File: src/rtl/pwm_generator_pkg.sv
// Shared definitions for the PWM generator slice.
// Holds the dead-time FSM state encoding, default parameter values and
// a helper that sizes the prescaler counter.
package pwm_generator_pkg;

    localparam int PWM_WIDTH_DEFAULT  = 8;
    localparam int DEAD_WIDTH_DEFAULT = 4;
    localparam int PRESCALE_DEFAULT   = 1;

    // Dead-time insertion states:
    //   DT_ACTIVE - the side matching raw is driven
    //   DT_WAIT   - both sides held low while the dead counter runs
    typedef enum logic {
        DT_ACTIVE = 1'b0,
        DT_WAIT   = 1'b1
    } dt_state_e;

    // Prescaler counter width; a PRESCALE of 1 still gets a 1-bit register
    // so the tick logic needs no special case.
    function automatic int presc_bits(input int n);
        return (n > 1) ? $clog2(n) : 1;
    endfunction

endpackage

File: src/rtl/pwm_generator_dead_time_insert.sv
// Dead-time insertion for a complementary H/L output pair.
// Ports: clk, rst (async, active high), raw (PWM level), dead_in (dead time
// in clk cycles), pwm_h / pwm_l (registered outputs, never both high).
module dead_time_insert
    import pwm_generator_pkg::*;
#(
    parameter int DEAD_WIDTH = DEAD_WIDTH_DEFAULT
) (
    input  logic                  clk,
    input  logic                  rst,
    input  logic                  raw,
    input  logic [DEAD_WIDTH-1:0] dead_in,
    output logic                  pwm_h,
    output logic                  pwm_l
);

    dt_state_e             r_state;
    dt_state_e             w_state_nxt;
    logic                  r_raw_d;
    logic [DEAD_WIDTH-1:0] r_dcnt;
    logic [DEAD_WIDTH-1:0] w_dcnt_nxt;
    logic                  r_h;
    logic                  r_l;
    logic                  w_h_nxt;
    logic                  w_l_nxt;
    logic                  w_edge;

    assign w_edge = raw ^ r_raw_d;

    always_ff @(posedge clk or posedge rst) begin
        if (rst) begin
            r_state <= DT_ACTIVE;
            r_raw_d <= 1'b0;
            r_dcnt  <= '0;
            r_h     <= 1'b0;
            r_l     <= 1'b0;
        end else begin
            r_state <= w_state_nxt;
            r_raw_d <= raw;
            r_dcnt  <= w_dcnt_nxt;
            r_h     <= w_h_nxt;
            r_l     <= w_l_nxt;
        end
    end

    always_comb begin
        w_state_nxt = r_state;
        w_dcnt_nxt  = r_dcnt;
        w_h_nxt     = r_h;
        w_l_nxt     = r_l;

        if (w_edge) begin
            // Every raw edge restarts the blanking interval, including edges
            // that arrive while a previous interval is still running.
            if (dead_in == '0) begin
                w_h_nxt     = raw;
                w_l_nxt     = ~raw;
                w_state_nxt = DT_ACTIVE;
            end else begin
                w_h_nxt     = 1'b0;
                w_l_nxt     = 1'b0;
                w_dcnt_nxt  = dead_in;
                w_state_nxt = DT_WAIT;
            end
        end else begin
            case (r_state)
                DT_ACTIVE: begin
                    w_h_nxt = raw;
                    w_l_nxt = ~raw;
                end
                DT_WAIT: begin
                    // The counter is loaded with dead_in on the edge clock, so
                    // expiring at 1 gives exactly dead_in low cycles.
                    if (r_dcnt == DEAD_WIDTH'(1)) begin
                        w_h_nxt     = raw;
                        w_l_nxt     = ~raw;
                        w_state_nxt = DT_ACTIVE;
                    end else begin
                        w_h_nxt    = 1'b0;
                        w_l_nxt    = 1'b0;
                        w_dcnt_nxt = r_dcnt - DEAD_WIDTH'(1);
                    end
                end
                default: begin
                    w_h_nxt     = 1'b0;
                    w_l_nxt     = 1'b0;
                    w_state_nxt = DT_ACTIVE;
                end
            endcase
        end
    end

    assign pwm_h = r_h;
    assign pwm_l = r_l;

endmodule

File: src/rtl/pwm_generator.sv
// Edge-aligned PWM with double-buffered period/duty and dead-time insertion.
// Ports: clk, rst (async, active high), enable, period_in (period-1 in ticks),
// duty_in (high ticks), dead_in (dead clks), pwm_h, pwm_l, period_last.
module pwm_generator
    import pwm_generator_pkg::*;
#(
    parameter int WIDTH      = PWM_WIDTH_DEFAULT,
    parameter int DEAD_WIDTH = DEAD_WIDTH_DEFAULT,
    parameter int PRESCALE   = PRESCALE_DEFAULT
) (
    input  logic                  clk,
    input  logic                  rst,
    input  logic                  enable,
    input  logic [WIDTH-1:0]      period_in,
    input  logic [WIDTH-1:0]      duty_in,
    input  logic [DEAD_WIDTH-1:0] dead_in,
    output logic                  pwm_h,
    output logic                  pwm_l,
    output logic                  period_last
);

    localparam int PS_W = presc_bits(PRESCALE);

    logic [PS_W-1:0]  r_presc;
    logic [WIDTH-1:0] r_cnt;
    logic [WIDTH-1:0] r_period;
    logic [WIDTH-1:0] r_duty;
    logic             r_period_last;
    logic             r_raw;
    logic             w_tick;
    logic             w_wrap;
    logic             w_dt_h;
    logic             w_dt_l;

    // With PRESCALE=1 the prescaler never leaves 0, so tick reduces to enable.
    assign w_tick = enable && (r_presc == PS_W'(PRESCALE - 1));
    assign w_wrap = (r_cnt == r_period);

    always_ff @(posedge clk or posedge rst) begin
        if (rst) begin
            r_presc <= '0;
        end else if (!enable || w_tick) begin
            r_presc <= '0;
        end else begin
            r_presc <= r_presc + PS_W'(1);
        end
    end

    // Period counter and shadow registers. Shadows track the inputs freely
    // while stopped so the first period after enable uses current settings,
    // and otherwise update only on the wrap tick for glitch-free edges.
    always_ff @(posedge clk or posedge rst) begin
        if (rst) begin
            r_cnt         <= '0;
            r_period      <= '0;
            r_duty        <= '0;
            r_period_last <= 1'b0;
        end else if (!enable) begin
            r_cnt         <= '0;
            r_period      <= period_in;
            r_duty        <= duty_in;
            r_period_last <= 1'b0;
        end else begin
            r_period_last <= w_tick && w_wrap;
            if (w_tick) begin
                if (w_wrap) begin
                    r_cnt    <= '0;
                    r_period <= period_in;
                    r_duty   <= duty_in;
                end else begin
                    r_cnt <= r_cnt + WIDTH'(1);
                end
            end
        end
    end

    // Duty compare. duty > period naturally gives 100% because cnt never
    // exceeds period; duty = 0 never compares true.
    always_ff @(posedge clk or posedge rst) begin
        if (rst) begin
            r_raw <= 1'b0;
        end else begin
            r_raw <= (r_cnt < r_duty);
        end
    end

    dead_time_insert #(
        .DEAD_WIDTH (DEAD_WIDTH)
    ) u_dead_time (
        .clk     (clk),
        .rst     (rst),
        .raw     (r_raw),
        .dead_in (dead_in),
        .pwm_h   (w_dt_h),
        .pwm_l   (w_dt_l)
    );

    // The dead-time stage keeps tracking raw while stopped; enable masks both
    // switches off immediately so a stopped bridge is always fully off.
    assign pwm_h       = w_dt_h & enable;
    assign pwm_l       = w_dt_l & enable;
    assign period_last = r_period_last;

endmodule
File: config.mk
export PLATFORM = sky130hd
export DESIGN_NAME = pwm_generator
export DESIGN_NICKNAME = d
export VERILOG_FILES = /design/src/rtl/pwm_generator_pkg.sv /design/src/rtl/pwm_generator_dead_time_insert.sv /design/src/rtl/pwm_generator.sv
export SDC_FILE = /design/constraint.sdc
export NUM_CORES = 1
export LEC_CHECK = 0
export CAP_MARGIN = 20
export CORE_ASPECT_RATIO = 1.75
export CORE_MARGIN = 2
export CORE_UTILIZATION = 45
export DETAILED_ROUTE_END_ITERATION = 10
export GPL_TIMING_DRIVEN = 0
export PLACE_DENSITY = 0.74
export REMOVE_ABC_BUFFERS = 1
export SLEW_MARGIN = 10
export SYNTH_ARGS = -nofsm -noshare
export SYNTH_HDL_FRONTEND = slang
export SYNTH_SLANG_ARGS = --single-unit
File: constraint.sdc
create_clock -name clk -period 1.8 [get_ports clk]
set_input_delay 0.45 -clock clk [delete_from_list [all_inputs] [get_ports clk]]
set_output_delay 0.45 -clock clk [all_outputs]
set_load 0.02 [all_outputs]
## Word level (Yosys, flattened, before mapping)

Cells that the tools add are included.

- $add $sub $neg: 3
- Order comparisons: 1
- Equal/unequal tests: 6
- Multiplexer cells: 27
- Bitwise logic cells: 6
- Reductions and logical operators: 8

Operator list:

| operator | number |
|---|---|
| $mux 8 | 9 |
| $mux 4 | 4 |
| $mux 1 | 12 |
| $add 8x1->8 const B | 1 |
| $eq 8x8->1 | 1 |
| $lt 8x8->1 | 1 |
| $ne 2x1->1 const B | 3 |
| $eq 4x1->1 const B | 1 |
| $logic_not 4->1 | 1 |
| $pmux 1 s2 | 2 |
| $sub 4x1->4 const B | 1 |
| $not 1->1 | 3 |
| $reduce_and 3->1 | 1 |
| $and 1x1->1 | 2 |
| $logic_and 1x1->1 | 2 |
| $ne 2x2->1 const B | 1 |
| $reduce_and 2->1 | 1 |
| $reduce_bool 2->1 | 1 |
| $add 1x1->1 const B | 1 |
| $logic_not 1->1 | 1 |
| $logic_or 1x1->1 | 1 |
| $xor 1x1->1 | 1 |

- Register bits after elaboration: 35
- Input port bits: 23
- Output and inout bits: 3

## Depth between registers and ports, before layout

- Depth in word-level cells: 4
- Depth in mapped cells: 7
- Gate-level depth less buffers: 7

## By module

From an unflattened synthesis, not the netlist that was laid out.

- Cells, all modules: 171
- Area, all modules: 1911.8 µm²

By module, submodules not included:

| module | times used | cells an instance | area each (µm²) |
|---|---|---|---|
| pwm_generator | 1 | 122 | 1450.1 |
| dead_time_insert | 1 | 49 | 461.7 |

## Least setup slack after synthesis

OpenSTA, ideal clock, no wires.

- Path type: register to register
- Start point: register r_cnt[3]
- End point: register r_duty[0]
- Library setup time: 0.125 ns
- Arrival: 1.780 ns
- Required time: 1.675 ns
- Setup slack: -0.105 ns
- Stages on the path, launching flop included: 7
- Cell sequence: dfrtp_1 > xor2_1 > nor4_2 > nand2_2 > o21ai_4 > buf_12 > mux2_4

- Cells in the longest elaborated chain, start to end: 3

RTL lines:

| element | line | text |
|---|---|---|
| start, declared | pwm_generator.sv:25 | `logic [WIDTH-1:0] r_cnt;` |
| start signal, assigned | pwm_generator.sv:71 | `r_cnt <= r_cnt + WIDTH'(1);` |
| $eq 8x8->1 | pwm_generator.sv:37 | `assign w_wrap = (r_cnt == r_period);` |
| $ne 2x1->1 (no line) | -- |  |
| $reduce_and 2->1 (no line) | -- |  |
| end signal, assigned | pwm_generator.sv:61 | `r_duty <= duty_in;` |
| end signal, assigned | pwm_generator.sv:69 | `r_duty <= duty_in;` |
| end, declared | pwm_generator.sv:27 | `logic [WIDTH-1:0] r_duty;` |

No other way between the ends.
A chain may end at the register's enable or synchronous reset.

## Final worst setup path

- Start point: register r_cnt[4]
- End point: register r_period[5]

- Cells in the longest elaborated chain, start to end: 3

RTL lines:

| element | line | text |
|---|---|---|
| $eq 8x8->1 | pwm_generator.sv:37 |  |
| $ne 2x1->1 (no line) | -- |  |
| $reduce_and 2->1 (no line) | -- |  |
| end signal, assigned | pwm_generator.sv:60 | `r_period <= period_in;` |
| end signal, assigned | pwm_generator.sv:68 | `r_period <= period_in;` |
| end, declared | pwm_generator.sv:26 | `logic [WIDTH-1:0] r_period;` |

No other way between the ends.

==> results.json <==
{
  "crit_start": "r_cnt[4]$_DFFE_PP0P_",
  "layout-drive-gt1-share_pct": 24.6,
  "syn_area_um2": 1840,
  "path_max_fanout": 8,
  "die_h_um": 88.6,
  "timing.critical_path.from_type": "flip-flop",
  "clockBufferDepth": 2,
  "critPathCaptureType": "flip-flop",
  "synthTopCellsByArea": "dfrtp_1 (48%), ha_1 (6.8%), mux2_4 (5.7%)",
  "fmax_mhz": 537,
  "cts_sinks": 35,
  "ys_types": 38,
  "final_hold_viol_count": 0,
  "grt_max_degree": 36,
  "grt_overflow_total": 0,
  "arrival_ps": 2040,
  "worstSetupPathType": "reg -> reg",
  "diodes": 0,
  "use_met1_pct": 17.5,
  "coreArea_um2": 3900,
  "cts_tree": "built",
  "p_sw_share_pct": 29.9,
  "die_w_um": 52.4,
  "outcome": "finished with violations",
  "period_minus_slack_ps": 1860,
  "place_ws_ps": -678,
  "cp.required_ps": 1970,
  "antenna_found_initial": 0,
  "insertion_delay_ps": 290,
  "clkPwrFrac_pct": 26.8,
  "numCtsBuffers": 5,
  "vias": 1367,
  "drtAntennaViolNets": 0,
  "worst_slack_ps": -60.9,
  "yosysTopAreaCell": "dfrtp_1",
  "report.final.slew_viol_count": 0,
  "path_clk_slew_ps": 70,
  "avgSynthCellArea_um2": 11.3,
  "ioPinCount": 26,
  "grt_use_met2_pct": 30.3,
  "cts-root-buf": "clkbuf_8",
  "numPortBuffers": 25,
  "finalSetupViolations": 16,
  "fin_crit_sh_pct": 103,
  "grt_usage_pct": 17.0,
  "fin_skew_ps": 3.54,
  "dr.pass1.iters": 4,
  "drt-total-wl_um": 3770,
  "top_usage_layer": "met2",
  "hold_start": "enable",
  "fin_nets": 235,
  "hp-class": "in -> reg",
  "vdd_drop_max_uv": 598,
  "dieArea_um2": 4640,
  "rsz0062_at_grt": "yes",
  "layout_common_cells": "dfrtp_1 (29), clkdlybuf4s50_1 (22), mux2_4 (16)",
  "met3_usage_pct": 5.07,
  "start_util_pct": 47.2,
  "worst_slew_pin_slew_ps": 722,
  "via_per_inst": 5.45,
  "grt_first_pass_wirelength_um": 5800,
  "max_slew_margin_pct": 51.8,
  "total_power_mw": 2.04,
  "layout_commonest_cell": "dfrtp_1",
  "area_growth_pct": 30.4,
  "grt_pass1_vias": 1311,
  "setup_tns_ps": -662,
  "rows": 30,
  "switchingPower_mw": 0.611,
  "internal_power_mw": 1.43,
  "netlist.area_leader.share_pct": 47.6,
  "ys_ff_latch": 35,
  "drt_iter0_markers": 33,
  "dpl.hpwl_um": 2450,
  "seqPwrFrac_pct": 49.1,
  "cts_hold_buf": 0,
  "combPwrFrac_pct": 24.1,
  "violations": "setup timing",
  "yosysWarningCount": 0,
  "syn_inst": 163,
  "fill_cells": 327,
  "synth-seq-area-share_pct": 47.6,
  "cellPowerDensity_nw_per_um2": 851,
  "htreeDepth": 2,
  "drt-wirelength-per-cell_um": 15.0,
  "rr_startpoint": "r_cnt[4]$_DFFE_PP0P_",
  "drv_cap": 0,
  "gp_congestion": 0.760,
  "p_leak_nw": 1.14,
  "drcViolationCount": 0
}
==> registers in the layout (all words and copies together), names as in the netlist <==
name	flops
period_last	1
r_cnt	8
r_duty	8
r_period	8
r_presc	1
r_raw	1
u_dead_time.pwm_h	1
u_dead_time.pwm_l	1
u_dead_time.r_dcnt	4
u_dead_time.r_raw_d	1
u_dead_time.r_state	1
==> per-layer routing <==
metal / share of wire [%] / wire (um)
met5: 0 / 0
met1: 37 / 1380
met3: 3.5 / 130
met4: 2.7 / 100
met2: 57 / 2150
==> logic make-up (layout without fill, tap and decap cells) <==
logic type                 count (synthesis)  after routing  share of synthesized area, %
DFF                                       35             35                          47.6
buffers and inverters                     15             55                          3.94
AOI/OAI and AO/OA                         24             24                          9.17
adders and majority gates                 10             10                          6.79
other                                      1              1                         0.204
muxes                                     17             17                          11.8
and+or+nand+nor                           49             49                          14.9
xor gates and xnor gates                  12             12                          5.71
==> layout make-up <==
type,instances,area (um^2),share of cell area (%)
Clock buffer,7,76.3,3.18
Clock inverter,1,5.00,0.208
Inverter,11,41.3,1.72
Multi-Input combinational cell,113,978,40.7
Sequential cell,35,883,36.8
Tap cell,48,60.1,2.50
Timing Repair Buffer,36,358,14.9
==> repair_timing <==
action                     in CTS  in global routing
pin swaps                       1                  3
gates resized for setup        15                 15
setup endpoints to repair      25                 18
gates cloned                    0                  1
buffers inserted                5                  5
==> worst paths after layout <==
check	endpoint	slack [ps]	depth (start not counted)
min in group asynchronous	r_duty[0]$_DFFE_PP0P_	590	2
max in group asynchronous	r_cnt[6]$_DFFE_PP0P_	690	2
worst min register to register	r_duty[7]$_DFFE_PP0P_	510	1
worst max-delay path	r_period[5]$_DFFE_PP0P_	-60	6
worst max register to register	r_period[5]$_DFFE_PP0P_	-60	6
worst min-delay path	r_cnt[0]$_DFFE_PP0P_	500	2
==> cell usage after synthesis <==
master and number:
a21boi_0 4, nor4_2 2, a211o_1 1, and3_1 3, dfrtp_1 35, nand3b_1 1
a21o_1 2, and3b_1 1, o2111ai_1 1, mux2i_1 1, nor2_1 8, a221o_1 1
and4bb_2 1, o31ai_1 1, nand2_1 14, nand2b_1 3, nor4_1 2, xor2_1 10
nor3_1 1, o21ai_4 1, ha_1 10, nor4b_1 1, inv_1 11, xnor2_1 2
a22o_1 1, a221oi_1 1, and2_1 4, a21oi_1 2, nand2_2 1, mux2_2 9
buf_12 1, clkbuf_1 3, nor4bb_1 1, nor3b_1 1, nand3_1 5, mux2_4 7
conb_1 1, o21ai_0 9
==> power groups by stage <==
stage	Sequential (mW)	Combinational [mW]	Clock [mW]
2_1_floorplan	0.968	0.296	0
3_3_place_gp	0.986	0.397	0
3_5_place_dp	0.990	0.424	0
4_1_cts	0.984	0.443	0.566
5_1_grt	1.02	0.550	0.602
6_report	1.00	0.492	0.548
==> critical path, cell delays in order, from the launching register on <==
cell,delay (ps)
dfrtp_2,440
xor2_1,160
nor4_2,300
nand2_2,110
o21ai_4,220
clkbuf_16,210
mux2_4,300
==> per-stage QoR <==
stage | instances | utilization, % | instance area, um^2 | hold slack [ps]
2_1_floorplan | 159 | - | 1810 | 406
3_3_place_gp | 232 | 54.3 | 2120 | 446
3_5_place_dp | 232 | 54.3 | 2120 | 466
4_1_cts | 245 | 58.3 | 2280 | 487
5_1_grt | 251 | 61.5 | 2400 | 495
6_report | 251 | 61.5 | 2400 | 499
No activity file was read; power rests on OpenSTA's default activity.
==> RTL change (config.mk and constraints unchanged) <==
Set the package constant `DEAD_WIDTH_DEFAULT` to 3 (it was 4).
--- a/src/rtl/pwm_generator_pkg.sv
+++ b/src/rtl/pwm_generator_pkg.sv
@@ -4,7 +4,7 @@
 package pwm_generator_pkg;
 
     localparam int PWM_WIDTH_DEFAULT  = 8;
-    localparam int DEAD_WIDTH_DEFAULT = 4;
+    localparam int DEAD_WIDTH_DEFAULT = 3;
     localparam int PRESCALE_DEFAULT   = 1;
 
     // Dead-time insertion states:
Interface: changed (resized dead_in); port bits go from 26 to 25. No check against the original RTL was run, so the function may have changed too.
==> RTL change against the unedited design <==
Power shrank 9.6%; synthesized cell count shrank 3.1%; worst setup slack gained 110 ps; sequential power shrank 7%; via count shrank 6.0%; global-route usage grew 1.3 points; wire length shrank 4.2%; final area shrank 4.4%; synthesized area shrank 1.4%; hold slack gained 12 ps; clock power shrank 5.7%; core utilization shrank 2.1 points; sequential cell count shrank 1.
==> RTL change: results (changes against the unedited design) <==
Worst VDD drop 0.632 mV (was 0.598 mV); Hold Path Class register to register (was input pin to register); Tot GR Track Use 18.3% (was 17.0%); slew at the pin with the worst max-slew slack 723 ps (was 722 ps); Fill cells 330 (was 327); Placed Cells 226 (was 232); Reg2Reg Depth 5 (was 6); Switch Pwr 0.495 mW (was 0.611 mW); critical path arrival 1920 ps (was 2040 ps); count of unique library cells instantiated by Yosys 39 (was 38); DP HPWL 2.63 mm (was 2.45 mm); vias in the first global route 1,415 (was 1,311); Initial DRC Count 29 (was 33); worst setup margin 47.2 ps (was -60.9 ps); maximum fanout along the worst path 15 (was 8); Leak 1.04 nW (was 1.14 nW); Nets 224 (was 235); worst hold margin 511 ps (was 499 ps); hold path startpoint r_duty[4] (was enable); post-CTS setup buffers 4 (was 5); status finished, final reports clean (was complete, but fails checks); Critical Path Start r_cnt[5] (was r_cnt[4]); commonest cells in the netlist 34 x dfrtp_1, 11 x inv_1, 11 x nand2_1 (was 35 x dfrtp_1, 14 x nand2_1, 11 x inv_1); IO Port Bufs 24 (was 25); Setup crit end r_duty[6] (was r_period[5]); Placed Area 2110 um^2 (was 2120 um^2); top post-synthesis cells by area dfrtp_1 47%, ha_1 6.9%, mux2_2 6.2%, mux2_4 5.8%, xnor2_1 3.4% (was dfrtp_1 48%, ha_1 6.8%, mux2_4 5.7%, mux2_2 5.5%, xor2_1 4.8%); clock skew 2.92 ps (was 3.54 ps); dpl ws -678 ps (about the same); WL per Instance 15.0 um (about the same); fraction of synthesized cell area in xor and xnor cells 6.20% (was 5.71%); post-synthesis instance total 158 (was 163); CTS resizes 7 (was 15); Seq/Total Area, Yosys 46.8% (was 47.6%); largest net degree at the start of global routing 19 (was 36); mux cell area share after synthesis 12.0% (was 11.8%); Adder-Cell Fraction of Synth Area 6.89% (was 6.79%); first-pass GRT wire length 6.16 mm (was 5.80 mm); design area 2300 um^2 (was 2400 um^2); share of layout cells above drive strength 1 25.0% (was 24.6%); WHS Endpoint r_duty[4] (was r_cnt[0]); vias per inst 5.35 (was 5.45); final wirelength 3.61 mm (was 3.77 mm)
==> RTL change: cell count changes after synthesis, moves of 3 or more <==
cell / unedited run / this run
xor2_1: 10 / 4
o21ai_0: 9 / 4
xnor2_1: 2 / 7
nand2_1: 14 / 11
o22ai_1: 0 / 3
==> RTL change: area by class of cell <==
class | instances | share of cell area (%)
well taps | 48 | 2.61
multi-input cells | 108 | 40.5
clock buffers | 7 | 3.32
repair buffers | 32 | 14.4
flip-flops and latches | 34 | 37.3
inverters | 11 | 1.80
==> RTL change: routing by layer <==
layer / wire length [um] / up-vias / track usage [%]
li1: - / 614 / -
met3: 84 / 9 / 4.61
met5: 0 / - / 0
met4: 75 / 0 / 8.61
met1: 1340 / 643 / 18.1
met2: 2110 / 19 / 34.1
==> RTL change: power groups by stage <==
stage               Sequential (mW)  Combinational, mW  Clock (mW)
floorplan                     0.919              0.261           0
global route                  0.946              0.444       0.583
CTS                           0.927              0.391       0.531
global placement              0.932              0.344           0
finish                        0.932              0.398       0.517
detailed placement            0.940              0.382           0
